--- src/rtl/pwm_sample_decoder.sv ---
// rtl/pwm_sample_decoder.sv - recovers the PWM duty value per frame from an asynchronous PWM bitstream
module pwm_sample_decoder #(
   parameter int PERIOD   = 256,
   parameter int TOL      = 0,
   parameter int SAMPLE_W = 8
) (
   input  logic                clk,
   input  logic                rst_n,
   input  logic                pwm_in,
   output logic [SAMPLE_W-1:0] sample,
   output logic                sample_valid,
   output logic                frame_error,
   output logic                stuck
);

   // A frame longer than this without a rising edge means the input is stuck at a level.
   localparam int LIMIT = PERIOD + TOL + 1;
   localparam int CW    = $clog2(LIMIT) + 1;
   localparam int SW    = $clog2(PERIOD + 1);
   localparam int LO_P  = (TOL >= PERIOD) ? 0 : PERIOD - TOL;
   localparam int HI_P  = PERIOD + TOL;
   localparam int SMAX  = (2 ** SAMPLE_W) - 1;
   localparam logic [CW-1:0] CNT_MAX = {CW{1'b1}};

   typedef enum logic [1:0] {ACQUIRE, TRACK, STUCK} state_t;

   state_t              state_q;
   logic                s1_q, pwm_s_q, pwm_d_q;
   logic [CW-1:0]       cyc_cnt_q, cyc_cnt_d;
   logic [CW-1:0]       hi_cnt_q, hi_cnt_d;
   logic [SW-1:0]       stk_cnt_q;
   logic [SAMPLE_W-1:0] sample_q;
   logic                valid_q, err_q, stuck_q;

   logic                rise;
   logic                frame_ok;
   logic [SAMPLE_W-1:0] sat_h;
   logic [SAMPLE_W-1:0] level;

   assign rise     = pwm_s_q & ~pwm_d_q;
   // The measured frame is the counter value in the rise cycle, before it reloads.
   assign frame_ok = (cyc_cnt_q >= CW'(LO_P)) && (cyc_cnt_q <= CW'(HI_P));
   assign sat_h    = (hi_cnt_q > CW'(SMAX)) ? {SAMPLE_W{1'b1}} : SAMPLE_W'(hi_cnt_q);
   assign level    = {SAMPLE_W{pwm_s_q}};

   // Two-flop synchronizer plus one delay flop for edge detection.
   always_ff @(posedge clk or negedge rst_n) begin
      if (!rst_n) begin
         s1_q    <= 1'b0;
         pwm_s_q <= 1'b0;
         pwm_d_q <= 1'b0;
      end else begin
         s1_q    <= pwm_in;
         pwm_s_q <= s1_q;
         pwm_d_q <= pwm_s_q;
      end
   end

   // Saturating frame-length and high-time counters; the rise cycle opens the new frame.
   always_comb begin
      cyc_cnt_d = cyc_cnt_q;
      hi_cnt_d  = hi_cnt_q;
      if (rise) begin
         cyc_cnt_d = CW'(1);
         hi_cnt_d  = CW'(1);
      end else begin
         if (cyc_cnt_q != CNT_MAX) cyc_cnt_d = cyc_cnt_q + CW'(1);
         if (hi_cnt_q != CNT_MAX)  hi_cnt_d  = hi_cnt_q + CW'(pwm_s_q);
      end
   end

   // Counter registers.
   always_ff @(posedge clk or negedge rst_n) begin
      if (!rst_n) begin
         cyc_cnt_q <= '0;
         hi_cnt_q  <= '0;
      end else begin
         cyc_cnt_q <= cyc_cnt_d;
         hi_cnt_q  <= hi_cnt_d;
      end
   end

   // Frame tracking FSM with registered strobes; a rise always wins over a timeout.
   always_ff @(posedge clk or negedge rst_n) begin
      if (!rst_n) begin
         state_q   <= ACQUIRE;
         sample_q  <= '0;
         valid_q   <= 1'b0;
         err_q     <= 1'b0;
         stuck_q   <= 1'b0;
         stk_cnt_q <= '0;
      end else begin
         valid_q <= 1'b0;
         err_q   <= 1'b0;
         case (state_q)
            ACQUIRE, TRACK: begin
               if (rise) begin
                  state_q <= TRACK;
                  if (state_q == TRACK) begin
                     if (frame_ok) begin
                        sample_q <= sat_h;
                        valid_q  <= 1'b1;
                     end else begin
                        err_q <= 1'b1;
                     end
                  end
               end else if (cyc_cnt_q >= CW'(LIMIT)) begin
                  state_q   <= STUCK;
                  sample_q  <= level;
                  valid_q   <= 1'b1;
                  stuck_q   <= 1'b1;
                  stk_cnt_q <= SW'(1);
               end
            end
            STUCK: begin
               if (rise) begin
                  state_q <= TRACK;
                  stuck_q <= 1'b0;
               end else if (stk_cnt_q == SW'(PERIOD)) begin
                  sample_q  <= level;
                  valid_q   <= 1'b1;
                  stk_cnt_q <= SW'(1);
               end else begin
                  stk_cnt_q <= stk_cnt_q + SW'(1);
               end
            end
            default: state_q <= ACQUIRE;
         endcase
      end
   end

   assign sample       = sample_q;
   assign sample_valid = valid_q;
   assign frame_error  = err_q;
   assign stuck        = stuck_q;

endmodule

--- config.mk ---
export PLATFORM = sky130hd
export DESIGN_NAME = pwm_sample_decoder
export DESIGN_NICKNAME = d
export VERILOG_FILES = /design/src/rtl/pwm_sample_decoder.sv
export SDC_FILE = /design/constraint.sdc
export NUM_CORES = 1
export LEC_CHECK = 0
export CORE_MARGIN = 5
export CORE_UTILIZATION = 52
export CTS_BUF_LIST = sky130_fd_sc_hd__clkbuf_8
export DETAILED_ROUTE_END_ITERATION = 10
export PLACE_DENSITY_LB_ADDON = 0.3
export RECOVER_POWER = 100
export SYNTH_ARGS = -nofsm -noshare
export SYNTH_HDL_FRONTEND = slang
export SYNTH_SLANG_ARGS = --single-unit
--- constraint.sdc ---
create_clock -name clk -period 2.95 [get_ports clk]
set_input_delay 0.295 -clock clk [delete_from_list [all_inputs] [get_ports clk]]
set_output_delay 0.295 -clock clk [all_outputs]
set_load 0.01 [all_outputs]
# Yosys cells after proc, flatten, opt, wreduce, memory -nomap -nowiden
# Index checks and enable logic that the tools add are counted.
[word_totals]
wordCells = 79
out_inout_bits = 11
input_bits = 3
ff_bits = 45
[op_classes]
addsub = 3
bitwise_logic = 2
n_mux = 36
n_eq_ne = 13
n_reduce_logical = 10
order_cmp = 4
[ops]
columns = ["op", "n"]
rows = [
  ["$mux 8", 7],
  ["$mux 10", 4],
  ["$mux 9", 4],
  ["$ge 10x9->1 const B", 2],
  ["$ne 10x10->1 const B", 2],
  ["$pmux 9 s2", 1],
  ["$pmux 8 s2", 1],
  ["$mux 1", 13],
  ["$add 10x1->10", 1],
  ["$add 10x1->10 const B", 1],
  ["$gt 10x8->1 const B", 1],
  ["$le 10x9->1 const B", 1],
  ["$ne 2x2->1 const B", 5],
  ["$add 9x1->9 const B", 1],
  ["$eq 9x9->1 const B", 1],
  ["$ne 3x3->1 const B", 3],
  ["$reduce_and 4->1", 2],
  ["$mux 2", 3],
  ["$reduce_and 6->1", 1],
  ["$reduce_bool 2->1", 3],
  ["$pmux 1 s2", 2],
  ["$pmux 2 s2", 1],
  ["$eq 2x1->1 const B", 1],
  ["$eq 2x2->1 const B", 1],
  ["other kinds (6)", 6],
]

# Depth between registers and ports, before layout
[logic_depth]
depth_word = 6
ltp_mapped = 8
mapped_depth_nobuf = 7

# Worst setup path before layout
# No wires, ideal clock.
[synth_path]
path_type = "reg2reg"
startpoint = "reg cyc_cnt_q[0]"
endpoint = "reg sample_q[0] (netlist: sample[0])"
path_stages_with_launch = 8
arrival_ps = 2007
period_less_slack_ps = 2132
setup_ps = 125
path_slack_ps = 818
required_ps = 2825
n_path_buf = 1
cell_sequence = "dfrtp_1 -> ha_1 -> or4b_1 -> o21a_2 -> a22oi_2 -> o21a_1 -> buf_6 -> mux2_4"
[synth_via]
elab_chain_cells = 4
word_cells_on_any_way = 7
classes_between = "order compare: 3; eq/ne: 2; reduce/logical: 2"
[synth_lines]
columns = ["item", "line_no", "rtl"]
rows = [
  ["from (decl)", "29", "logic [CW-1:0] cyc_cnt_q, cyc_cnt_d;"],
  ["from (signal assigned)", "78", "cyc_cnt_q <= cyc_cnt_d;"],
  ["$ge 10x9->1 / $le 10x9->1 (equally long branches)", "42", "assign frame_ok = (cyc_cnt_q >= CW'(LO_P)) && (cyc_cnt_q <= CW'(HI_P));"],
  ["$logic_and 1x1->1", "42", ""],
  ["$ne 3x3->1 (no line)", "--", ""],
  ["$reduce_and 6->1 (no line) *", "--", ""],
  ["to (signal assigned)", "101", "sample_q <= sat_h;"],
  ["to (signal assigned)", "109", "sample_q <= level;"],
  ["to (signal assigned)", "120", "sample_q <= level;"],
  ["to (decl)", "32", "logic [SAMPLE_W-1:0] sample_q;"],
]
# Every way passes the cells marked *; elsewhere a longest branch is shown, timed or not.
# A chain may end at the register's enable or synchronous reset.

# Final worst setup path
[layout_path]
startpoint = "reg cyc_cnt_q[1]"
endpoint = "reg sample_q[7] (netlist: sample[7])"
# The elaborated chain is that of the path after synthesis.

==> metrics.md <==
| Metric | Value |
|---|---|
| Worst min-delay path startpoint | `s1_q$_DFF_PN0_` |
| Tot Pwr | `1.27 mW` |
| Post-route DRC violation count | `0` |
| Hold Fails Final Rpt | `0` |
| Die Footprint | `0.00598 mm2` |
| Site row count | `24` |
| Syn_nets | `239` |
| Via/cell ratio | `5.81` |
| Final Util | `58.2%` |
| Max-Cap Viols | `1` |
| Antenna Cells | `0` |
| Worst Setup SP | `cyc_cnt_q[1]$_DFFE_PN0P_` |
| CP required | `3.13 ns` |
| WP data arrival | `2.55 ns` |
| Setup TNS | `0 ns` |
| Crit. End Element | `register` |
| Root buf cell | `clkbuf_8` |
| Count leader, synth | `dfrtp_1` |
| Cell Chain, Critical Path | `inv_1, ha_1, or4b_1, o21a_1, a22oi_2, o21a_1, mux2_1` |
| Synth async-reset ratio | `100%` |
| Setup Buffers After CTS | `0` |
| Overall Global Routing Usage | `16.2%` |
| Syn Std Cell Area | `0.00236 mm2` |
| Fmax | `421 MHz` |
| Total wire length | `4430 um` |
| Hold buffers post-CTS | `0` |
| CP max stage delay | `0.46 ns` |
| Clock transition at the registers of the reported paths | `0.08 ns` |
| Outcome | `finished with violations` |
| Core Box Area | `0.00438 mm2` |
| Via count | `1703` |
| Delay-heaviest family, CP | `compound AO/OA/AOI/OAI gates` |
| Port Buffers | `13` |
| Vias in the first global route | `1658` |
| Tcrit/Tclk final | `80.6%` |
| GPL Wtd Cong | `0.799` |
| CTS max path bufs | `2` |
| Slowest-stage cell, CP | `or4b_1` |
| Area leader, netlist | `dfrtp_1` |
| GR Overflow Total | `0` |
| Max H-tree Level | `2` |
| Top Ports | `14` |
| Worst r2r dst | `sample[7]$_DFFE_PN0P_` |
| DP Area | `0.00251 mm2` |
| Unrepaired setup endpoints after global routing | `false` |
| Global-route wire length before repair | `8020 um` |
| Worst Path Max Fanout | `9` |
| Mapped Cells | `228` |
| Hold WC Path Type | `reg -> reg` |
| Final nets | `252` |
| CTS tree | `yes` |
| Static leakage | `1.17 nW` |
| Final hold slack | `0.353 ns` |
| Yosys top cell area share | `47.7%` |
| PD cells | `496 mW/mm2` |
| Pre-Repair DR Iteration Count | `4` |
| Syn avg cell area | `10.3 um2` |
| Setup-failing EPs final | `0` |
| Num CTS Buffers | `5` |
| Layout area overhead | `8.22%` |
| Number of antenna violations at the first check in global routing | `0` |
| HPWL after DPL | `3110 um` |
| Largest cells by area after synthesis | `dfrtp_1 48%, mux2_4 5.1%, ha_1 4.2%, nor2_1 3.7%, o31a_1 3.0%` |
| Worst r2r src | `cyc_cnt_q[1]$_DFFE_PN0P_` |
| Post-layout min period | `2.38 ns` |
| Post-synth EDFFs | `0` |
| Fill count | `378` |
| Ys Warns | `0` |
| Fin area | `0.00255 mm2` |
| Yosys reg bits | `45` |
| Hold path cells | `0` |
| Worst-skew pair later-pin latency | `0.29 ns` |
| Clock Sinks | `45` |
| CP bufs+invs | `1` |
| Die height | `77.3 um` |
| Synth cell count leaders | `45 x dfrtp_1, 23 x nor2_1, 14 x nand2_1` |
| Largest net degree at the start of global routing | `46` |
| Post-synth top flop | `dfrtp_1` |
| Register area share after synthesis | `47.7%` |
| Critical path launch point type | `register` |
| WL/cell | `15.1 um` |
| 1st-iter DRT viols | `67` |
| Worst Hold Path EP | `pwm_s_q$_DFF_PN0_` |
| Violated checks | `capacitance limit, slew limit` |
| Unique masters post-synth | `49` |
| Clk_skew | `0.00425 ns` |
| Slew headroom | `-56.3%` |
| Die Span X | `77.3 um` |
| Max IR drop VDD | `0.193 mV` |
| R2r setup slk | `0.57 ns` |
| CP dominant cell by count | `o21a_1` |
| Starting Density | `53.8%` |
| Reg2reg path depth | `7` |
| Worst-Margin Slew | `2.34 ns` |
| Setup CP Type | `reg -> reg` |
| Share of layout cells above drive strength 1 | `6.64%` |
| Post-DRT Antenna Nets | `0` |
| CTS-repair resized insts | `0` |
| Final Max Slew Viols | `46` |
==> routing by layer <==
layer  routed length, um  vias up  global-route usage (%)
met1                2140      816                    23.3
met5                   0        -                       0
met4                  38        0                    5.15
met2                2040       32                    25.1
met3                 205        4                    2.66
li1                    -      851                       -
==> flip-flops by register name, indices dropped and copies added (netlist names), 2 cells and up <==
name / count
state_q: 2
cyc_cnt_q: 10
hi_cnt_q: 10
stk_cnt_q: 9
sample: 8
==> placed cells by master (no fill, tap or decap), types with 4 or more instances in the layout <==
cell type	netlist	final
a31oi_1	4	4
mux2_1	0	8
dlygate4sd3_1	0	12
a21oi_1	8	8
or3_1	5	5
ha_1	8	8
nand3_1	13	13
nor2_1	23	23
dfrtp_1	45	45
o21ai_0	13	13
o31ai_1	6	6
nor3_1	4	4
inv_1	9	11
o31a_1	8	8
xor2_1	4	4
clkbuf_8	0	6
nand2_1	14	14
nand4_1	4	4
==> worst reg2reg max path, stage by stage, from the launching register on <==
cell,delay [ns]
dfrtp_1,0.38
inv_1,0.10
ha_1,0.18
or4b_1,0.46
o21a_1,0.24
a22oi_2,0.16
o21a_1,0.37
mux2_1,0.37
==> cell families (layout without fill, tap and decap cells) <==
logic type | count (synthesis) | after routing | share of synthesized area (%)
xor+xnor | 7 | 7 | 2.60
simple gates | 87 | 87 | 19.9
mux | 9 | 9 | 5.52
compound gates | 53 | 53 | 16.1
flops | 45 | 45 | 47.7
fa+ha+maj | 8 | 8 | 4.24
buf+inv | 19 | 32 | 3.87
==> layout make-up <==
class / instances / area (um2) / share of cell area (%)
clock buffers: 6 / 82.6 / 3.24
clock inverters: 1 / 3.75 / 0.147
inverters: 10 / 37.5 / 1.47
multi-input cells: 164 / 1100 / 43.2
flip-flops and latches: 45 / 1130 / 44.1
well taps: 52 / 65.1 / 2.55
repair buffers: 15 / 135 / 5.29
==> worst max-delay path by stage <==
stage,endpoint,depth (start not counted)
finish,sample[7]$_DFFE_PN0P_,7
global route,cyc_cnt_q[9]$_DFFE_PN0P_,1
detailed placement,sample[1]$_DFFE_PN0P_,7
floorplan,sample[0]$_DFFE_PN0P_,7
CTS,sample[1]$_DFFE_PN0P_,7
global placement,sample[1]$_DFFE_PN0P_,6
==> power by group <==
part	leakage [nW]	total (mW)	switching [mW]	internal [mW]
Sequential	0.603	0.726	0.0647	0.662
Clock	0.0485	0.378	0.195	0.183
Combinational	0.519	0.162	0.0893	0.0730
==> through the flow <==
stage	setup slack, ns	std cells
after CTS	0.504	293
after floorplan	0.818	228
after detailed placement	0.519	286
final	0.573	293
after global routing	0.402	293
after global placement	0.577	286
Power figures use the tool's default switching activity.
